==> src/rtl/shift_reg_param.sv <==
// Multi-step shift/rotate register: a command is latched on start and applied
// one bit-step per enabled clock, with busy/done handshake to the issuer.
module shift_reg_param #(
  parameter int WIDTH = 8,
  parameter int AMT_W = 3
) (
  input  logic             clk,
  input  logic             reset,
  input  logic             enable,
  input  logic             start,
  input  logic [2:0]       shift_direction,
  input  logic [AMT_W-1:0] shift_amt,
  input  logic             serial_in,
  input  logic [WIDTH-1:0] data_in,
  output logic [WIDTH-1:0] data_out,
  output logic             serial_out,
  output logic             busy,
  output logic             done
);

  typedef enum logic {IDLE, RUN} state_t;

  localparam logic [2:0] OP_HOLD = 3'b000;
  localparam logic [2:0] OP_SLL  = 3'b001;
  localparam logic [2:0] OP_SRL  = 3'b010;
  localparam logic [2:0] OP_SRA  = 3'b011;
  localparam logic [2:0] OP_ROL  = 3'b100;
  localparam logic [2:0] OP_ROR  = 3'b101;
  localparam logic [2:0] OP_LOAD = 3'b110;
  localparam logic [2:0] OP_CLR  = 3'b111;

  state_t           state_q, state_d;
  logic [WIDTH-1:0] data_q, data_d;
  logic             sout_q, sout_d;
  logic             done_q, done_d;
  logic [2:0]       dir_q, dir_d;
  logic [AMT_W-1:0] rem_q, rem_d;

  logic             accept;
  logic             cmd_multi;
  logic             step_en;
  logic [2:0]       step_op;
  logic [WIDTH:0]   step_res;

  function automatic logic is_shift(input logic [2:0] op);
    return (op != OP_HOLD) && (op != OP_LOAD) && (op != OP_CLR);
  endfunction

  // One bit-step; result is {bit leaving the register, new register value}.
  function automatic logic [WIDTH:0] do_step(input logic [2:0] op,
                                             input logic [WIDTH-1:0] d,
                                             input logic sin);
    logic [WIDTH:0] r;
    case (op)
      OP_SLL:  r = {d[WIDTH-1], d[WIDTH-2:0], sin};
      OP_SRL:  r = {d[0], sin, d[WIDTH-1:1]};
      OP_SRA:  r = {d[0], d[WIDTH-1], d[WIDTH-1:1]};
      OP_ROL:  r = {d[WIDTH-1], d[WIDTH-2:0], d[WIDTH-1]};
      OP_ROR:  r = {d[0], d[0], d[WIDTH-1:1]};
      default: r = {1'b0, d};
    endcase
    return r;
  endfunction

  assign accept    = (state_q == IDLE) && enable && start;
  assign cmd_multi = is_shift(shift_direction) && (shift_amt > AMT_W'(1));
  assign step_op   = (state_q == RUN) ? dir_q : shift_direction;
  assign step_res  = do_step(step_op, data_q, serial_in);
  assign step_en   = ((state_q == RUN) && enable) ||
                     (accept && is_shift(shift_direction) && (shift_amt != '0));

  // State register
  always_ff @(posedge clk) begin
    if (!reset) state_q <= IDLE;
    else        state_q <= state_d;
  end

  // Next-state logic
  always_comb begin
    state_d = state_q;
    case (state_q)
      IDLE: if (accept && cmd_multi) state_d = RUN;
      RUN:  if (enable && (rem_q == AMT_W'(1))) state_d = IDLE;
      default: state_d = IDLE;
    endcase
  end

  // Datapath and handshake next values
  always_comb begin
    data_d = data_q;
    sout_d = sout_q;
    dir_d  = dir_q;
    rem_d  = rem_q;
    done_d = 1'b0;
    if (step_en) {sout_d, data_d} = step_res;
    if (accept) begin
      dir_d = shift_direction;
      if (shift_direction == OP_LOAD) data_d = data_in;
      if (shift_direction == OP_CLR)  data_d = '0;
      if (cmd_multi) rem_d = shift_amt - AMT_W'(1);
      else           done_d = 1'b1;
    end else if ((state_q == RUN) && enable) begin
      rem_d  = rem_q - AMT_W'(1);
      done_d = (rem_q == AMT_W'(1));
    end
  end

  always_ff @(posedge clk) begin
    if (!reset) begin
      data_q <= '0;
      sout_q <= 1'b0;
      done_q <= 1'b0;
      dir_q  <= OP_HOLD;
      rem_q  <= '0;
    end else begin
      data_q <= data_d;
      sout_q <= sout_d;
      done_q <= done_d;
      dir_q  <= dir_d;
      rem_q  <= rem_d;
    end
  end

  // Outputs
  always_comb begin
    busy       = (state_q == RUN);
    done       = done_q;
    data_out   = data_q;
    serial_out = sout_q;
  end

endmodule

==> config.mk <==
export PLATFORM = sky130hd
export DESIGN_NAME = shift_reg_param
export DESIGN_NICKNAME = d
export VERILOG_FILES = /design/src/rtl/shift_reg_param.sv
export SDC_FILE = /design/constraint.sdc
export NUM_CORES = 1
export LEC_CHECK = 0
export CORE_MARGIN = 4
export CORE_UTILIZATION = 40
export CTS_BUF_LIST = sky130_fd_sc_hd__clkbuf_8
export DETAILED_ROUTE_END_ITERATION = 8
export GPL_TIMING_DRIVEN = 0
export PLACE_DENSITY_LB_ADDON = 0.05
export RECOVER_POWER = 50
export SLEW_MARGIN = 20
export SYNTH_ARGS = -nofsm -noshare
export SYNTH_HDL_FRONTEND = slang
export SYNTH_SLANG_ARGS = --single-unit
==> constraint.sdc <==
create_clock -name clk -period 2.03 [get_ports clk]
set_input_delay 0.5075 -clock clk [delete_from_list [all_inputs] [get_ports clk]]
set_output_delay 0.5075 -clock clk [all_outputs]
set_load 0.03 [all_outputs]
Yosys cells after proc, flatten, opt, wreduce, memory -nomap -nowiden --
Cells that the tools add are included.
Cells by class: add/subtract/negate cells 2, order comparisons 1, eq/ne operators 11, multiplexer cells 15, bitwise operators 1, reduce and logical (&&, ||, !) cells 15
Operator list (number):
- $pmux 9 s5 | 1
- $mux 8 | 4
- $eq 3x3->1 const B | 4
- $mux 3 | 4
- $logic_and 1x1->1 | 10
- $eq 3x1->1 const B | 2
- $eq 3x2->1 const B | 2
- $ne 3x3->1 const B | 2
- $reduce_bool 3->1 | 2
- $sub 3x1->3 const B | 2
- $mux 1 | 5
- $gt 3x1->1 const B | 1
- $ne 2x1->1 const B | 1
- $pmux 1 s2 | 1
- $reduce_and 2->1 | 1
- $reduce_bool 2->1 | 1
- $logic_or 1x1->1 | 1
- $not 1->1 | 1
Storage, ports and cells: flip-flop bits (word level) 17, output and inout port bits 11, logic and storage cells 51

Logic depth before layout (Yosys ltp) --
Gate-level depths: netlist of the first run.
depth in word-level cells 10, mapped depth 7, gate-level depth less buffers 7

Worst setup path after synthesis of the first run --
Ideal clock, no wire load.
path type flip-flop to flip-flop, start reg state_q, in the netlist busy, end reg data_q[7], in the netlist data_out[7], data arrival time 1.830 ns, data required time 1.882 ns, slack 0.052 ns, cell stages (with the launch flop) 7, cells stage by stage dfxtp_1 -> buf_4 -> mux2i_2 -> nor2_1 -> a211o_4 -> a2111oi_1 -> a2111oi_1
On the way: word-level cells in the longest chain between the ends 10, elaborated cells between the ends (all ways) 18, classes of those cells eq/ne (5); mux (6); bitwise (1); reduce/logical (6)
Ends and longest elaborated chain:
- from (decl) | RTL line 32 | state_t state_q, state_d;
- from (signal assigned) | RTL line 75 | else state_q <= state_d;
- parallel branches: the longest is 9 deep, another holds $pmux 9 s5
- $mux 8 * | RTL line 96 | if (accept) begin
- to (signal assigned) | RTL line 116 | data_q <= data_d;
- to (decl) | RTL line 33 | logic [WIDTH-1:0] data_q, data_d;
Mark *: on every way between the ends. A chain may end at the register's enable or synchronous reset.

Worst setup path after layout of the first run --
start in shift_direction[1], end reg data_q[4], in the netlist data_out[4]
On the way: word-level cells in the longest chain between the ends 10, elaborated cells between the ends (all ways) 21, classes of those cells eq/ne (9); mux (6); reduce/logical (6)
Ends and longest elaborated chain:
- from (decl) | RTL line 11 | input logic [2:0] shift_direction,
- parallel branches: the longest is 9 deep, another holds $pmux 9 s5
- $mux 8 * | RTL line 96
Marked as above.

==> flow_metrics.py, run 1 <==
metrics = {
    "detailed_routing": {
        "drt_first_pass_iters": 4,
        "avgRoutedWirePerCell_um": 16.73,
        "remaining_drc_errors": 0,
        "drt_wl_total_um": 3681,
        "routed-via-count": 1284,
        "drt_iter0_markers": 109,
        "detail-route-antenna-nets": 0,
        "detail_route.vias_per_cell": 5.836,
    },
    "clock_network": {
        "cts_htree_levels": 1,
        "clk_root_buffer_cell": "sky130_fd_sc_hd__clkbuf_8",
        "clk_transition_reported_paths_ns": 0.07,
        "tritoncts_clock_tree": "built",
        "ctsLongestPathBuffers": 2,
        "worstSkewPairLatency_ns": 0.25,
        "clock-sinks": 17,
        "numCtsBuffers": 3,
    },
    "pwr": {
        "leakage_nw": 0.6542,
        "max-vdd-ir-drop_uv": 392.1,
        "power_density_nw_per_um2": 555.8,
    },
    "critical_path": {
        "cp-end-kind": "flip-flop",
        "setup.worst_path.start_class": "input port",
        "critPathLaunch": "shift_direction[1]",
        "cp_max_fo": 8,
        "path_cells": "buf_4 -> or3_4 -> a41oi_4 -> a211oi_4 -> buf_4 -> bufbuf_16 -> a211oi_2 -> a2111oi_1",
        "criticalPathCategory": "in2reg",
        "rr_startpoint": "busy$_SDFF_PN0_",
        "timing.critical_path.slowest_stage_cell": "sky130_fd_sc_hd__or3_4",
        "critPathRequiredTime_ns": 2.13,
        "critPathMostFrequentCell": "sky130_fd_sc_hd__buf_4",
        "timing.critical_path.arrival_ns": 2.11,
        "slowest_delay_ns": 0.39,
    },
    "timing": {
        "min_period_over_period": 0.9936,
        "setup_viol_count_final": 0,
        "rsz0062_at_grt": "true",
        "layout_min_cycle_time_ns": 2.017,
        "report.final.hold_viol_count": 0,
        "tightestPinTransition_ns": 0.6454,
        "fmaxAchievable_mhz": 495.8,
        "max_slew_margin": 0.5681,
        "finalWorstSetupSlack_ns": 0.01292,
        "maxSlewViolCount": 0,
        "worst_clock_skew_ns": 0.001735,
    },
    "layout": {
        "layout-drive-gt1-share": 0.2472,
        "nets": 203,
        "layout-area-overhead-vs-synth_pct": 43.67,
        "utilization": 0.6224,
        "diodes": 0,
    },
    "synthesis": {
        "mappedNetlistNets": 162,
        "seq_area_frac_synth": 0.2731,
        "netlist_instances": 138,
        "netlist-cell-type-count": 45,
        "synthArstFlopShare": 0,
        "number_of_synthesized_flops_with_an_enable_pin": 0,
        "ys_ff_latch": 17,
        "ys_dominant_reg_cell": "sky130_fd_sc_hd__dfxtp_1",
        "syn_area_per_cell_um2": 9.030,
        "post_synth_instance_area_um2": 1246,
        "ys_warn_count": 0,
    },
    "floorplanning": {
        "die_height_um": 63.82,
        "fp.dieArea_um2": 4072,
        "floorplan.initialDensity": 0.4332,
        "die-width_um": 63.82,
        "rows": 19,
        "fp.coreArea_um2": 2877,
        "io_pins": 30,
    },
    "placed_design": {
        "pre_cts_slack_ns": -0.6672,
        "buffer_ports.inserted": 27,
        "hpwlAfterDp_um": 2552,
        "gpl.final_weighted_congestion": 0.7851,
    },
    "global_route": {
        "first_pass_grt_wire_length_um": 6147,
        "first_global_vias": 1220,
        "antenna_found_initial": 0,
        "global_route_total_usage_across_every_layer": 0.1857,
        "grt_start_max_net_pins": 11,
        "globalRouteOverflowTotal": 0,
    },
    "flow_run": {
        "max_cap_viol_count": 0,
    },
    "hold_path": {
        "hold_start": "rem_q[2]$_SDFFE_PN0P_",
        "min-delay-path-class": "reg2reg",
    },
    "run_status": {
        "outcome": "finished, final reports clean",
    },
}
==> stage by stage <==
stage	std cells	instance area (um2)	power (W)	TNS [ns]	hold slack (ns)
finish	220	1790	0.0009951	0	0.4971
global route	220	1790	0.001058	-0.1459	0.5427
CTS	215	1699	0.0009744	0	0.5026
detailed placement	207	1569	0.0006926	-6.385	0.4932
global placement	207	1569	0.0006843	-5.929	0.4779
floorplan	138	1246	0.0005805	0	0.4637
==> where the power goes <==
group          internal [W]  switching, W  total (W)
logic              0.000174      0.000180   0.000353
registers          0.000358     0.0000295   0.000388
clock network      0.000134      0.000120   0.000254
total              0.000666      0.000329   0.000995
==> Yosys cell counts (2+ instances only) <==
cell / n / area, um2
sky130_fd_sc_hd__a22oi_1: 2 / 15.01
sky130_fd_sc_hd__a32o_1: 3 / 30.03
sky130_fd_sc_hd__nor2b_1: 2 / 12.51
sky130_fd_sc_hd__dfxtp_1: 17 / 340.3
sky130_fd_sc_hd__a221oi_1: 6 / 52.55
sky130_fd_sc_hd__a211oi_1: 7 / 52.55
sky130_fd_sc_hd__nand3b_1: 2 / 15.01
sky130_fd_sc_hd__and2_1: 2 / 12.51
sky130_fd_sc_hd__mux2i_1: 6 / 60.06
sky130_fd_sc_hd__o21ai_0: 4 / 20.02
sky130_fd_sc_hd__nand2b_1: 3 / 18.77
sky130_fd_sc_hd__ha_1: 5 / 62.56
sky130_fd_sc_hd__inv_1: 5 / 18.77
sky130_fd_sc_hd__nor2_1: 9 / 33.78
sky130_fd_sc_hd__nand2_1: 17 / 63.81
sky130_fd_sc_hd__a2111oi_1: 8 / 80.08
sky130_fd_sc_hd__nand4b_1: 2 / 17.52
sky130_fd_sc_hd__mux2i_2: 2 / 27.53
sky130_fd_sc_hd__xnor2_1: 2 / 17.52
sky130_fd_sc_hd__buf_2: 3 / 15.01
sky130_fd_sc_hd__a21oi_1: 7 / 35.03
==> critical path: cells and delay by family <==
| family | cells | cell delay [ns] |
|---|---|---|
| compound gates | 4 | 0.67 |
| buf+inv | 3 | 0.55 |
| simple gates | 1 | 0.39 |
==> final cells by class <==
cell class	count	area [um2]
Fill cell	255	1086
Multi-Input combinational cell	110	924.6
Timing Repair Buffer	36	362.8
Sequential cell	17	341.6
Tap cell	42	52.55
Buffer	6	45.04
Clock buffer	3	41.29
Inverter	5	18.77
Clock inverter	1	3.754
==> path summary, 6_finish.rpt <==
kind,slack [ns],to,cells past startpoint
min reg2reg,0.50,rem_q[2]$_SDFFE_PN0P_,2
max,0.01,data_out[4]$_SDFF_PN0_,8
max reg2reg,0.04,data_out[6]$_SDFF_PN0_,8
min,0.50,rem_q[2]$_SDFFE_PN0P_,2
==> state kept, by name (all words and copies together) (netlist names) <==
name        cells
dir_q           3
data_out        8
busy            1
serial_out      1
done            1
rem_q           3
==> routing by layer <==
layer,vias to the layer above,GRT usage,part of all wire
met2,43,0.3045,0.49
met4,0,0.04852,0.0046
met3,2,0.02452,0.048
li1,618,-,-
met5,-,0,0
met1,621,0.2559,0.46
==> cells in the final DEF, fill, tap and decap left out, drive strengths merged, types with 2 or more instances in the layout <==
| master | n |
|---|---|
| a22oi | 2 |
| nor2b | 2 |
| buf | 15 |
| or2 | 2 |
| ha | 5 |
| dlygate4sd3 | 8 |
| inv | 6 |
| o21ai | 4 |
| mux2i | 8 |
| nand3b | 2 |
| nand2b | 3 |
| dlygate4sd2 | 3 |
| xnor2 | 2 |
| nor2 | 9 |
| a2111oi | 8 |
| a221oi | 6 |
| nor3 | 2 |
| nand4b | 2 |
| a21oi | 7 |
| and2 | 2 |
| a32o | 3 |
| clkdlybuf4s50 | 13 |
| a211oi | 8 |
| dfxtp | 17 |
| nand2 | 17 |
| clkbuf | 5 |
==> timing repair <==
item                       in CTS  in global routing
gates resized for setup        19                 18
buffers inserted                3                  5
setup endpoints to repair      12                  8
cloned                          1                  0
hold buffers                    0                  0
pin swaps                       8                  5
==> kinds of logic (layout without fill, tap and decap cells) <==
kind of cell,Yosys count,after routing,share of synthesized area
simple gates,48,48,0.2088
fa+ha+maj,5,5,0.05020
xor+xnor,3,3,0.02109
flops,17,17,0.2731
buf+inv,11,51,0.04518
mux,8,8,0.07029
compound gates,46,46,0.3313
Power figures use the tool's default switching activity.
==> inputs of run 2 (changes only) <==
--- a/config.mk
+++ b/config.mk
@@ -9,6 +9,7 @@
 export CORE_UTILIZATION = 40
 export CTS_BUF_LIST = sky130_fd_sc_hd__clkbuf_8
 export DETAILED_ROUTE_END_ITERATION = 8
+export DONT_BUFFER_PORTS = 1
 export GPL_TIMING_DRIVEN = 0
 export PLACE_DENSITY_LB_ADDON = 0.05
 export RECOVER_POWER = 50
==> flow_metrics.py, run 2 (synthesis results as in run 1) <==
metrics = {
    "detailed_routing": {
        "avgRoutedWirePerCell_um": 17.86,
        "remaining_drc_errors": 0,
        "drt_iter0_markers": 83,
        "detail-route-antenna-nets": 0,
        "routed-via-count": 1142,
        "drt_wl_total_um": 3357,
        "drt_first_pass_iters": 4,
        "detail_route.vias_per_cell": 6.074,
    },
    "hold_path": {
        "min-delay-path-class": "in2reg",
        "worst_hold_path.num_cells": 2,
        "min_to": "dir_q[0]$_SDFFE_PN0N_",
        "hold_start": "reset",
    },
    "timing": {
        "maxSlewViolCount": 0,
        "tightestPinTransition_ns": 0.6784,
        "worst_clock_skew_ns": 0.005027,
        "setup_viol_count_final": 0,
        "report.final.hold_viol_count": 0,
        "fmaxAchievable_mhz": 507.2,
        "hold_ws_ns": 0.3860,
        "layout_min_cycle_time_ns": 1.971,
        "finalWorstSetupSlack_ns": 0.05856,
        "max_slew_margin": 0.5460,
        "min_period_over_period": 0.9712,
        "totalNegativeSetupSlack_ns": 0,
    },
    "layout": {
        "num-fill-cells": 275,
        "number_of_flip_flops_in_the_largest_register": 8,
        "utilization": 0.5067,
        "layout-drive-gt1-share": 0.1986,
        "layout.cells.most_common_list": "sky130_fd_sc_hd__nand2_1 (17), sky130_fd_sc_hd__dfxtp_1 (16), sky130_fd_sc_hd__nor2_1 (8), sky130_fd_sc_hd__a2111oi_1 (8)",
        "layout-area-overhead-vs-synth_pct": 16.97,
        "nets": 171,
        "diodes": 0,
        "final_common_cell": "sky130_fd_sc_hd__nand2_1",
    },
    "pwr": {
        "max-vdd-ir-drop_uv": 279.6,
        "leakage_nw": 0.4854,
        "power_density_nw_per_um2": 625.7,
    },
    "clock_network": {
        "clk_root_buffer_cell": "sky130_fd_sc_hd__clkbuf_8",
        "numCtsBuffers": 3,
        "clock-sinks": 17,
        "ctsLongestPathBuffers": 2,
        "clk_transition_reported_paths_ns": 0.07,
        "post_cts_hold_buffer_count": 0,
        "tritoncts_clock_tree": "built",
        "cts_htree_levels": 1,
        "worstSkewPairLatency_ns": 0.25,
    },
    "flow_run": {
        "max_cap_viol_count": 0,
    },
    "floorplanning": {
        "fp.dieArea_um2": 4072,
        "die_height_um": 63.82,
        "fp.coreArea_um2": 2877,
        "io_pins": 30,
        "rows": 19,
        "floorplan.initialDensity": 0.4332,
        "die-width_um": 63.82,
    },
    "global_route": {
        "antenna_found_initial": 0,
        "first_pass_grt_wire_length_um": 5306,
        "globalRouteOverflowTotal": 0,
        "global_route_total_usage_across_every_layer": 0.1629,
        "first_global_vias": 1038,
        "grt_start_max_net_pins": 11,
    },
    "critical_path": {
        "timing.critical_path.slowest_stage_cell": "sky130_fd_sc_hd__nor2_1",
        "setup.worst_path.start_class": "flip-flop",
        "rr_endpoint": "data_out[0]$_SDFF_PN0_",
        "cp_max_fo": 10,
        "reg2reg_slack_ns": 0.06,
        "path_cells": "buf_8 -> buf_2 -> or2_2 -> nor2_1 -> nand4b_1 -> o41ai_1",
        "timing.critical_path.arrival_ns": 2.13,
        "critPathRequiredTime_ns": 2.19,
        "slowest_delay_ns": 0.54,
        "cp-end-kind": "flip-flop",
        "ff2ff_path_depth": 6,
        "rr_startpoint": "busy$_SDFF_PN0_",
        "criticalPathCategory": "reg2reg",
    },
    "placed_design": {
        "hpwlAfterDp_um": 2392,
        "gpl.final_weighted_congestion": 0.7281,
        "pre_cts_slack_ns": -0.2762,
        "buffer_ports.inserted": 0,
    },
    "run_status": {
        "outcome": "finished, final reports clean",
    },
}
==> run 2: report_power, final <==
part | total (W) | internal [W] | switching, W
Sequential | 0.000419 | 0.000357 | 0.0000616
Combinational | 0.000234 | 0.000111 | 0.000123
Clock | 0.000259 | 0.000134 | 0.000124
Total | 0.000912 | 0.000603 | 0.000309
==> run 2: area by class of cell <==
class	instances	area, um2	area share
Buffer	6	45.04	0.03090
Clock buffer	3	41.29	0.02833
Clock inverter	1	3.754	0.002575
Inverter	5	18.77	0.01288
Multi-Input combinational cell	110	909.6	0.6240
Sequential cell	17	344.1	0.2361
Tap cell	42	52.55	0.03605
Timing Repair Buffer	4	42.54	0.02918
==> run 2: timing repair <==
item | in CTS | in global routing
endpoints found under the setup margin | 12 | 10
setup buffers | 1 | 3
pin swaps | 1 | 3
gates resized for setup | 4 | 10
endpoints found under the hold margin | 0 | 0
cloned | 0 | 0
==> run 2: how the worst max path moves through the flow <==
stage / start / depth (start not counted) / slack (ns) / endpoint
after floorplan: busy$_SDFF_PN0_ / 6 / 0.05 / data_out[7]$_SDFF_PN0_
after global placement: busy$_SDFF_PN0_ / 6 / -0.24 / data_out[3]$_SDFF_PN0_
after detailed placement: busy$_SDFF_PN0_ / 6 / -0.28 / data_out[6]$_SDFF_PN0_
after CTS: busy$_SDFF_PN0_ / 6 / 0.0007 / data_out[7]$_SDFF_PN0_
after global routing: busy$_SDFF_PN0_ / 7 / -0.02 / data_out[4]$_SDFF_PN0_
final: busy$_SDFF_PN0_ / 6 / 0.06 / data_out[0]$_SDFF_PN0_
==> run 2: worst max-delay path, delay by kind of cell, from the launching register on <==
kind	cells	cell delay, ns
flops	1	0.39
compound gates	1	0.08
buf+inv	2	0.35
simple gates	3	1.06
==> run 2: through the flow <==
| stage | instance area [um2] | power (W) | std cells |
|---|---|---|---|
| after global placement | 1299 | 0.0006194 | 180 |
| after global routing | 1458 | 0.0009644 | 188 |
| after floorplan | 1246 | 0.0005805 | 138 |
| after CTS | 1381 | 0.0008958 | 185 |
| after detailed placement | 1299 | 0.0006243 | 180 |
| final | 1458 | 0.0009121 | 188 |
==> run 2: routing by layer <==
| metal | wire length, um | global-route usage | share of wire | vias up |
|---|---|---|---|---|
| met3 | 200 | 0.03503 | 0.060 | 2 |
| met2 | 1569 | 0.2542 | 0.47 | 36 |
| li1 | - | - | - | 552 |
| met5 | 0 | 0 | 0 | - |
| met1 | 1569 | 0.2216 | 0.47 | 552 |
| met4 | 18 | 0.05660 | 0.0054 | 0 |
==> inputs of run 3 (changes only) <==
--- a/config.mk
+++ b/config.mk
@@ -13,6 +13,7 @@
 export GPL_TIMING_DRIVEN = 0
 export PLACE_DENSITY_LB_ADDON = 0.05
 export RECOVER_POWER = 50
+export SKIP_LAST_GASP = 1
 export SLEW_MARGIN = 20
 export SYNTH_ARGS = -nofsm -noshare
 export SYNTH_HDL_FRONTEND = slang
==> results of run 3 <==
Same layout as run 2: the final DEF is identical, and so are final timing and power.
